<file path="config.mk">
export PLATFORM = sky130hd
export DESIGN_NAME = figure_motion_ctl
export DESIGN_NICKNAME = d
export VERILOG_FILES = /design/src/rtl/figure_pkg.sv /design/src/rtl/frame_tick_gen.sv /design/src/rtl/figure_motion_ctl.sv
export SDC_FILE = /design/constraint.sdc
export NUM_CORES = 1
export LEC_CHECK = 0
export CORE_MARGIN = 4
export CORE_UTILIZATION = 25
export CTS_CLUSTER_SIZE = 16
export DETAILED_ROUTE_END_ITERATION = 8
export SLEW_MARGIN = 20
export SYNTH_ARGS = -nofsm -noshare
export SYNTH_HDL_FRONTEND = slang
export SYNTH_SLANG_ARGS = --single-unit
</file>
<file path="constraint.sdc">
create_clock -name clk -period 10.15 [get_ports clk]
set_input_delay 1.5225 -clock clk [delete_from_list [all_inputs] [get_ports clk]]
set_output_delay 1.5225 -clock clk [all_outputs]
set_load 0.03 [all_outputs]
</file>
<file path="src/rtl/figure_pkg.sv">
// Shared constants and types for the figure sprite blocks.
// Screen and sprite geometry fix the default movement limits.
package figure_pkg;

    localparam int SPRITE_W     = 26;
    localparam int SPRITE_H     = 26;
    localparam int SPRITE_SCALE = 2;
    localparam int SCREEN_W     = 800;
    localparam int SCREEN_H     = 600;

    // Largest top-left corner that keeps the scaled sprite fully on screen.
    localparam int X_MAX_DEF   = SCREEN_W - SPRITE_SCALE * SPRITE_W;
    localparam int Y_FLOOR_DEF = SCREEN_H - SPRITE_SCALE * SPRITE_H;

    localparam int POS_W   = 12;
    localparam int VEL_W   = 6;
    localparam int ARITH_W = 13;

    typedef enum logic [1:0] {
        GROUND  = 2'd0,
        RISING  = 2'd1,
        FALLING = 2'd2
    } motion_state_t;

endpackage

</file>
<file path="src/rtl/frame_tick_gen.sv">
// Synchronises vsync into the pixel clock domain and emits a one-cycle
// pulse per vsync rising edge; shared by every animated figure instance.
module frame_tick_gen (
    input  logic clk,
    input  logic rst,
    input  logic i_vsync,
    output logic o_tick
);

    logic r_vsQ;
    logic r_vsQq;
    logic r_tick;

    always_ff @(posedge clk) begin
        if (rst) begin
            r_vsQ  <= 1'b0;
            r_vsQq <= 1'b0;
            r_tick <= 1'b0;
        end else begin
            r_vsQ  <= i_vsync;
            r_vsQq <= r_vsQ;
            r_tick <= r_vsQ & ~r_vsQq;
        end
    end

    assign o_tick = r_tick;

endmodule

</file>
<file path="src/rtl/figure_motion_ctl.sv">
// Per-frame sprite position controller: constant-speed horizontal motion
// and a ground/rising/falling jump machine, all stepped on frame_tick.
module figure_motion_ctl
    import figure_pkg::*;
#(
    parameter int X_INIT  = 100,
    parameter int X_MIN   = 0,
    parameter int X_MAX   = X_MAX_DEF,
    parameter int Y_MIN   = 0,
    parameter int Y_FLOOR = Y_FLOOR_DEF,
    parameter int STEP_X  = 2,
    parameter int JUMP_V0 = 12,
    parameter int GRAVITY = 1,
    parameter int V_MAX   = 12
) (
    input  logic             clk,
    input  logic             rst,
    input  logic             vsync,
    input  logic             btn_left,
    input  logic             btn_right,
    input  logic             btn_jump,
    output logic [POS_W-1:0] rect_posx,
    output logic [POS_W-1:0] rect_posy,
    output logic             on_ground,
    output logic             frame_tick
);

    localparam logic signed [ARITH_W-1:0] C_XMIN   = ARITH_W'(X_MIN);
    localparam logic signed [ARITH_W-1:0] C_XMAX   = ARITH_W'(X_MAX);
    localparam logic signed [ARITH_W-1:0] C_YMIN   = ARITH_W'(Y_MIN);
    localparam logic signed [ARITH_W-1:0] C_YFLOOR = ARITH_W'(Y_FLOOR);
    localparam logic signed [ARITH_W-1:0] C_STEP   = ARITH_W'(STEP_X);
    localparam logic [VEL_W-1:0]          C_V0     = VEL_W'(JUMP_V0);
    localparam logic [VEL_W-1:0]          C_GRAV   = VEL_W'(GRAVITY);
    localparam logic [VEL_W-1:0]          C_VMAX   = VEL_W'(V_MAX);

    logic                      w_tick;
    logic [POS_W-1:0]          r_posX;
    logic [POS_W-1:0]          r_posY;
    logic [VEL_W-1:0]          r_vel;
    motion_state_t             r_state;
    logic                      r_onGround;

    logic signed [ARITH_W-1:0] w_xCur;
    logic signed [ARITH_W-1:0] w_yCur;
    logic signed [ARITH_W-1:0] w_velS;
    logic signed [ARITH_W-1:0] w_xDec;
    logic signed [ARITH_W-1:0] w_xInc;
    logic signed [ARITH_W-1:0] w_yUp;
    logic signed [ARITH_W-1:0] w_nvS;
    logic signed [ARITH_W-1:0] w_yDown;
    logic [VEL_W:0]            w_velSum;
    logic [VEL_W-1:0]          w_velFall;
    logic [VEL_W-1:0]          w_velDec;

    logic [POS_W-1:0]          w_posXNext;
    logic [POS_W-1:0]          w_posYNext;
    logic [VEL_W-1:0]          w_velNext;
    motion_state_t             w_stateNext;

    frame_tick_gen u_tick (
        .clk     (clk),
        .rst     (rst),
        .i_vsync (vsync),
        .o_tick  (w_tick)
    );

    // Widen to signed so underflow below zero is visible before clamping.
    assign w_xCur    = {1'b0, r_posX};
    assign w_yCur    = {1'b0, r_posY};
    assign w_velS    = {{(ARITH_W-VEL_W){1'b0}}, r_vel};
    assign w_xDec    = w_xCur - C_STEP;
    assign w_xInc    = w_xCur + C_STEP;
    assign w_yUp     = w_yCur - w_velS;
    assign w_velDec  = r_vel - C_GRAV;
    assign w_velSum  = {1'b0, r_vel} + {1'b0, C_GRAV};
    assign w_velFall = (w_velSum > {1'b0, C_VMAX}) ? C_VMAX : w_velSum[VEL_W-1:0];
    assign w_nvS     = {{(ARITH_W-VEL_W){1'b0}}, w_velFall};
    assign w_yDown   = w_yCur + w_nvS;

    always_comb begin
        w_posXNext = r_posX;
        if (btn_left && !btn_right) begin
            w_posXNext = (w_xDec < C_XMIN) ? C_XMIN[POS_W-1:0] : w_xDec[POS_W-1:0];
        end else if (btn_right && !btn_left) begin
            w_posXNext = (w_xInc > C_XMAX) ? C_XMAX[POS_W-1:0] : w_xInc[POS_W-1:0];
        end
    end

    always_comb begin
        w_posYNext  = r_posY;
        w_velNext   = r_vel;
        w_stateNext = r_state;
        case (r_state)
            GROUND: begin
                // Take-off tick only loads the speed; y moves from the next tick.
                if (btn_jump) begin
                    w_stateNext = RISING;
                    w_velNext   = C_V0;
                end
            end
            RISING: begin
                if (w_yUp < C_YMIN) begin
                    w_posYNext  = C_YMIN[POS_W-1:0];
                    w_velNext   = '0;
                    w_stateNext = FALLING;
                end else begin
                    w_posYNext = w_yUp[POS_W-1:0];
                    w_velNext  = w_velDec;
                    if (w_velDec == '0) begin
                        w_stateNext = FALLING;
                    end
                end
            end
            FALLING: begin
                if (w_yDown >= C_YFLOOR) begin
                    w_posYNext  = C_YFLOOR[POS_W-1:0];
                    w_velNext   = '0;
                    w_stateNext = GROUND;
                end else begin
                    w_posYNext = w_yDown[POS_W-1:0];
                    w_velNext  = w_velFall;
                end
            end
            default: begin
                w_posYNext  = C_YFLOOR[POS_W-1:0];
                w_velNext   = '0;
                w_stateNext = GROUND;
            end
        endcase
    end

    always_ff @(posedge clk) begin
        if (rst) begin
            r_posX     <= POS_W'(X_INIT);
            r_posY     <= POS_W'(Y_FLOOR);
            r_vel      <= '0;
            r_state    <= GROUND;
            r_onGround <= 1'b1;
        end else if (w_tick) begin
            r_posX     <= w_posXNext;
            r_posY     <= w_posYNext;
            r_vel      <= w_velNext;
            r_state    <= w_stateNext;
            r_onGround <= (w_stateNext == GROUND);
        end
    end

    assign rect_posx  = r_posX;
    assign rect_posy  = r_posY;
    assign on_ground  = r_onGround;
    assign frame_tick = w_tick;

endmodule

</file>
==> results.md <==
* Dpl hpwl at 6980 um
* TritonCTS clock tree: done
* Post-synth top flop: dfxtp_1
* Netlist cell types at 72
* Finish-stage setup viols at 0
* DRC at 0
* Final min period at 4.57 ns
* Fmax at 219 MHz
* Ratio of cells with drive above 1 in the final layout at 0.0467
* Top cell type's share of synthesized area at 0.208
* DP Worst Slack at 5.64 ns
* Total global routing overflow at 0
* Die width at 124 um
* Tcrit/Tclk final at 0.451
* Post-route cell area at 0.00393 mm^2
* # hold bufs at CTS at 0
* First-pass GRT wire length at 15500 um
* Total Routed Length at 9380 um
* Antenna cells at 0
* Initial antenna violation count at 0
* Avg Inst Size Synth at 7.29 um^2
* Synth Area in Simple Gates at 0.273
* Fin nets at 500
* Static leakage at 1.43 nW
* Num Clock Sinks at 35
* Setup crit end kind: register
* H-tree levels at 2
* Worst Path Arrival at 4.73 ns
* Core Region at 0.0132 mm^2
* Max Slew Vio Count at 0
* Final std cells w/o fill at 647
* I/O pin count at 32
* RD Place Congestion at 0.868
* Die height at 124 um
* RSZ-0062 raised after global routing: no
* Hold Slack at 0.381 ns
* Compound-gate portion of the synthesized area at 0.308
* TNS Setup at 0 ns
* Core Rows at 42
* Syn-to-layout area delta at 16.6%
* Crit start category: register
* Ys Warns at 0
* Synth Instances at 462
* Min-delay worst type: reg -> reg
* Peak supply drop at 0.0684 mV
* Endpoints failing hold at 0
* Area after DPL at 0.00377 mm^2
* Global Route Usage Sum at 0.123
* Largest net degree at the start of global routing at 32
* Vias in the first global route at 3178
* Final Worst Setup Slack at 5.58 ns
* Main combinational cell family by area after synthesis: compound AO/OA/AOI/OAI gates
* Clock latency on the worst-skew pair at 0.29 ns
* DRT Pass-1 Iters at 5
* CP required at 10.31 ns
* Sequential area share after synthesis at 0.208
* Fraction of synthesized area in multiplexers at 0.0119
* Die area at 0.0154 mm^2
* Worst-path clk slew at 0.06 ns
* EDFF count, synth at 0
* Worst-Margin Slew at 0.813 ns
* Clock buffer depth at 2
* Initial Util at 0.255
* Synthesized area at 0.00337 mm^2
* Total design power at 0.359 mW
* Number of instances in the placed design at 639
* Vias/cell at 5.26
* Synthesized flop and latch total at 35
* Setup CP Type: reg -> reg
* XOR/XNOR Fraction of Synth Area at 0.0364
* DR vias at 3405
* Initial drt markers at 186
* Worst slew margin at 0.444
* PortBufs at 30
* Post-route ant nets at 0
* PostCTS Resize Cnt at 0
* Status: finished, final reports clean
* CP Max Fanout at 11
* Root buffer cell: clkbuf_16
* Max_cap viols at 0
* Top cell type by total area after synthesis: dfxtp_1
* Async set-or-reset flop fraction in the synthesized netlist at 0
* Adder-cell share of the synthesized area at 0.0936
* Routed WL per cell at 14.5 um
* Commonest non-fill, non-tap cell in the layout: nor2_1
* Core Util, Final at 0.298
* CTS Buf Count at 5
* Power Dens Cells at 91.3 mW/mm^2
* Largest cells by area after synthesis: dfxtp_1 21%, ha_1 8.2%, a21oi_1 5.9%
* Commonest non-fill, non-tap cells in the layout: 51 x nor2_1, 40 x a21oi_1, 35 x dfxtp_1, 30 x clkdlybuf4s50_1, 28 x nand2_1
* Buffers inserted by post-CTS timing repair at 0
* Layout Skew at 0.0106 ns
[final timing paths]
check | depth (start not counted) | slack (ns) | start | endpoint
min reg2reg | 1 | 0.38 | u_tick.r_vsQq$_SDFF_PP0_ | u_tick.o_tick$_SDFF_PP0_
max reg2reg | 15 | 5.58 | r_vel[0]$_SDFFE_PP0P_ | rect_posy[0]$_SDFFE_PP0P_
max | 15 | 5.58 | r_vel[0]$_SDFFE_PP0P_ | rect_posy[0]$_SDFFE_PP0P_
min | 1 | 0.38 | u_tick.r_vsQq$_SDFF_PP0_ | u_tick.o_tick$_SDFF_PP0_
[where the power goes]
| group | switching (mW) | leakage (nW) | internal, mW |
|---|---|---|---|
| Clock | 0.0630 | 0.0761 | 0.104 |
| Sequential | 0.00508 | 0.283 | 0.140 |
| Combinational | 0.0278 | 1.07 | 0.0185 |
[area by class of cell]
class / count / area [um^2]
Fill cell: 1409 / 9260
Multi-Input combinational cell: 372 / 2440
Sequential cell: 35 / 701
Timing Repair Buffer: 31 / 308
Tap cell: 176 / 220
Clock buffer: 7 / 153
Inverter: 25 / 93.8
Clock inverter: 1 / 7.51
[state kept, by name, indices dropped and copies added, names as in the netlist]
| name | count |
|---|---|
| rect_posy | 12 |
| rect_posx | 11 |
| r_vel | 6 |
| r_state | 2 |
| on_ground | 1 |
| u_tick.o_tick | 1 |
| u_tick.r_vsQ | 1 |
| u_tick.r_vsQq | 1 |
[routing by layer]
metal,share of wire,track usage
met1,0.46,0.165
met5,0,0
met2,0.46,0.204
met3,0.062,0.0277
met4,0.014,0.0226
[worst max-delay path, cell delays in order, from the launching register on]
cell and delay (ns):
dfxtp_1 0.52, ha_1 0.27, nand3_1 0.11, nor2_1 0.12, a21oi_1 0.07, a2111oi_0 0.75
ha_1 0.34, fa_1 0.26, o21ai_0 0.14, a21oi_1 0.25, a211oi_1 0.08, a2111oi_1 0.66
o32ai_4 0.20, a21oi_4 0.26, nand2b_1 0.25, o221ai_1 0.14
[cell families after synthesis]
| kind of cell | count (synthesis) |
|---|---|
| AND/OR/NAND/NOR | 181 |
| AO/OA/AOI/OAI | 146 |
| buffers and inverters | 57 |
| flip-flops | 35 |
| adder cells (fa/ha/maj) | 24 |
| XOR/XNOR | 14 |
| multiplexers | 4 |
| other | 1 |
[cell usage after synthesis, types with 3 or more instances]
master	number
nor2b_1	7
nand2_1	28
o221ai_1	3
xnor2_1	6
and3_1	5
ha_1	22
a2111oi_0	4
a21o_1	9
nor3_1	22
o22ai_1	3
and2_1	11
o311a_1	3
nor4_1	6
clkbuf_1	25
or3_1	9
nor2_1	51
nor3b_1	4
a211oi_1	3
inv_1	25
xor2_1	8
nand3_1	13
o21a_1	4
a32oi_1	4
a21oi_1	40
dfxtp_1	35
nand3b_1	5
a21boi_0	3
a31oi_1	8
mux2i_1	4
o31ai_1	5
o21ai_0	25
buf_4	3
o211ai_1	3
nand2b_1	10
No activity file was read; power rests on OpenSTA's default activity.
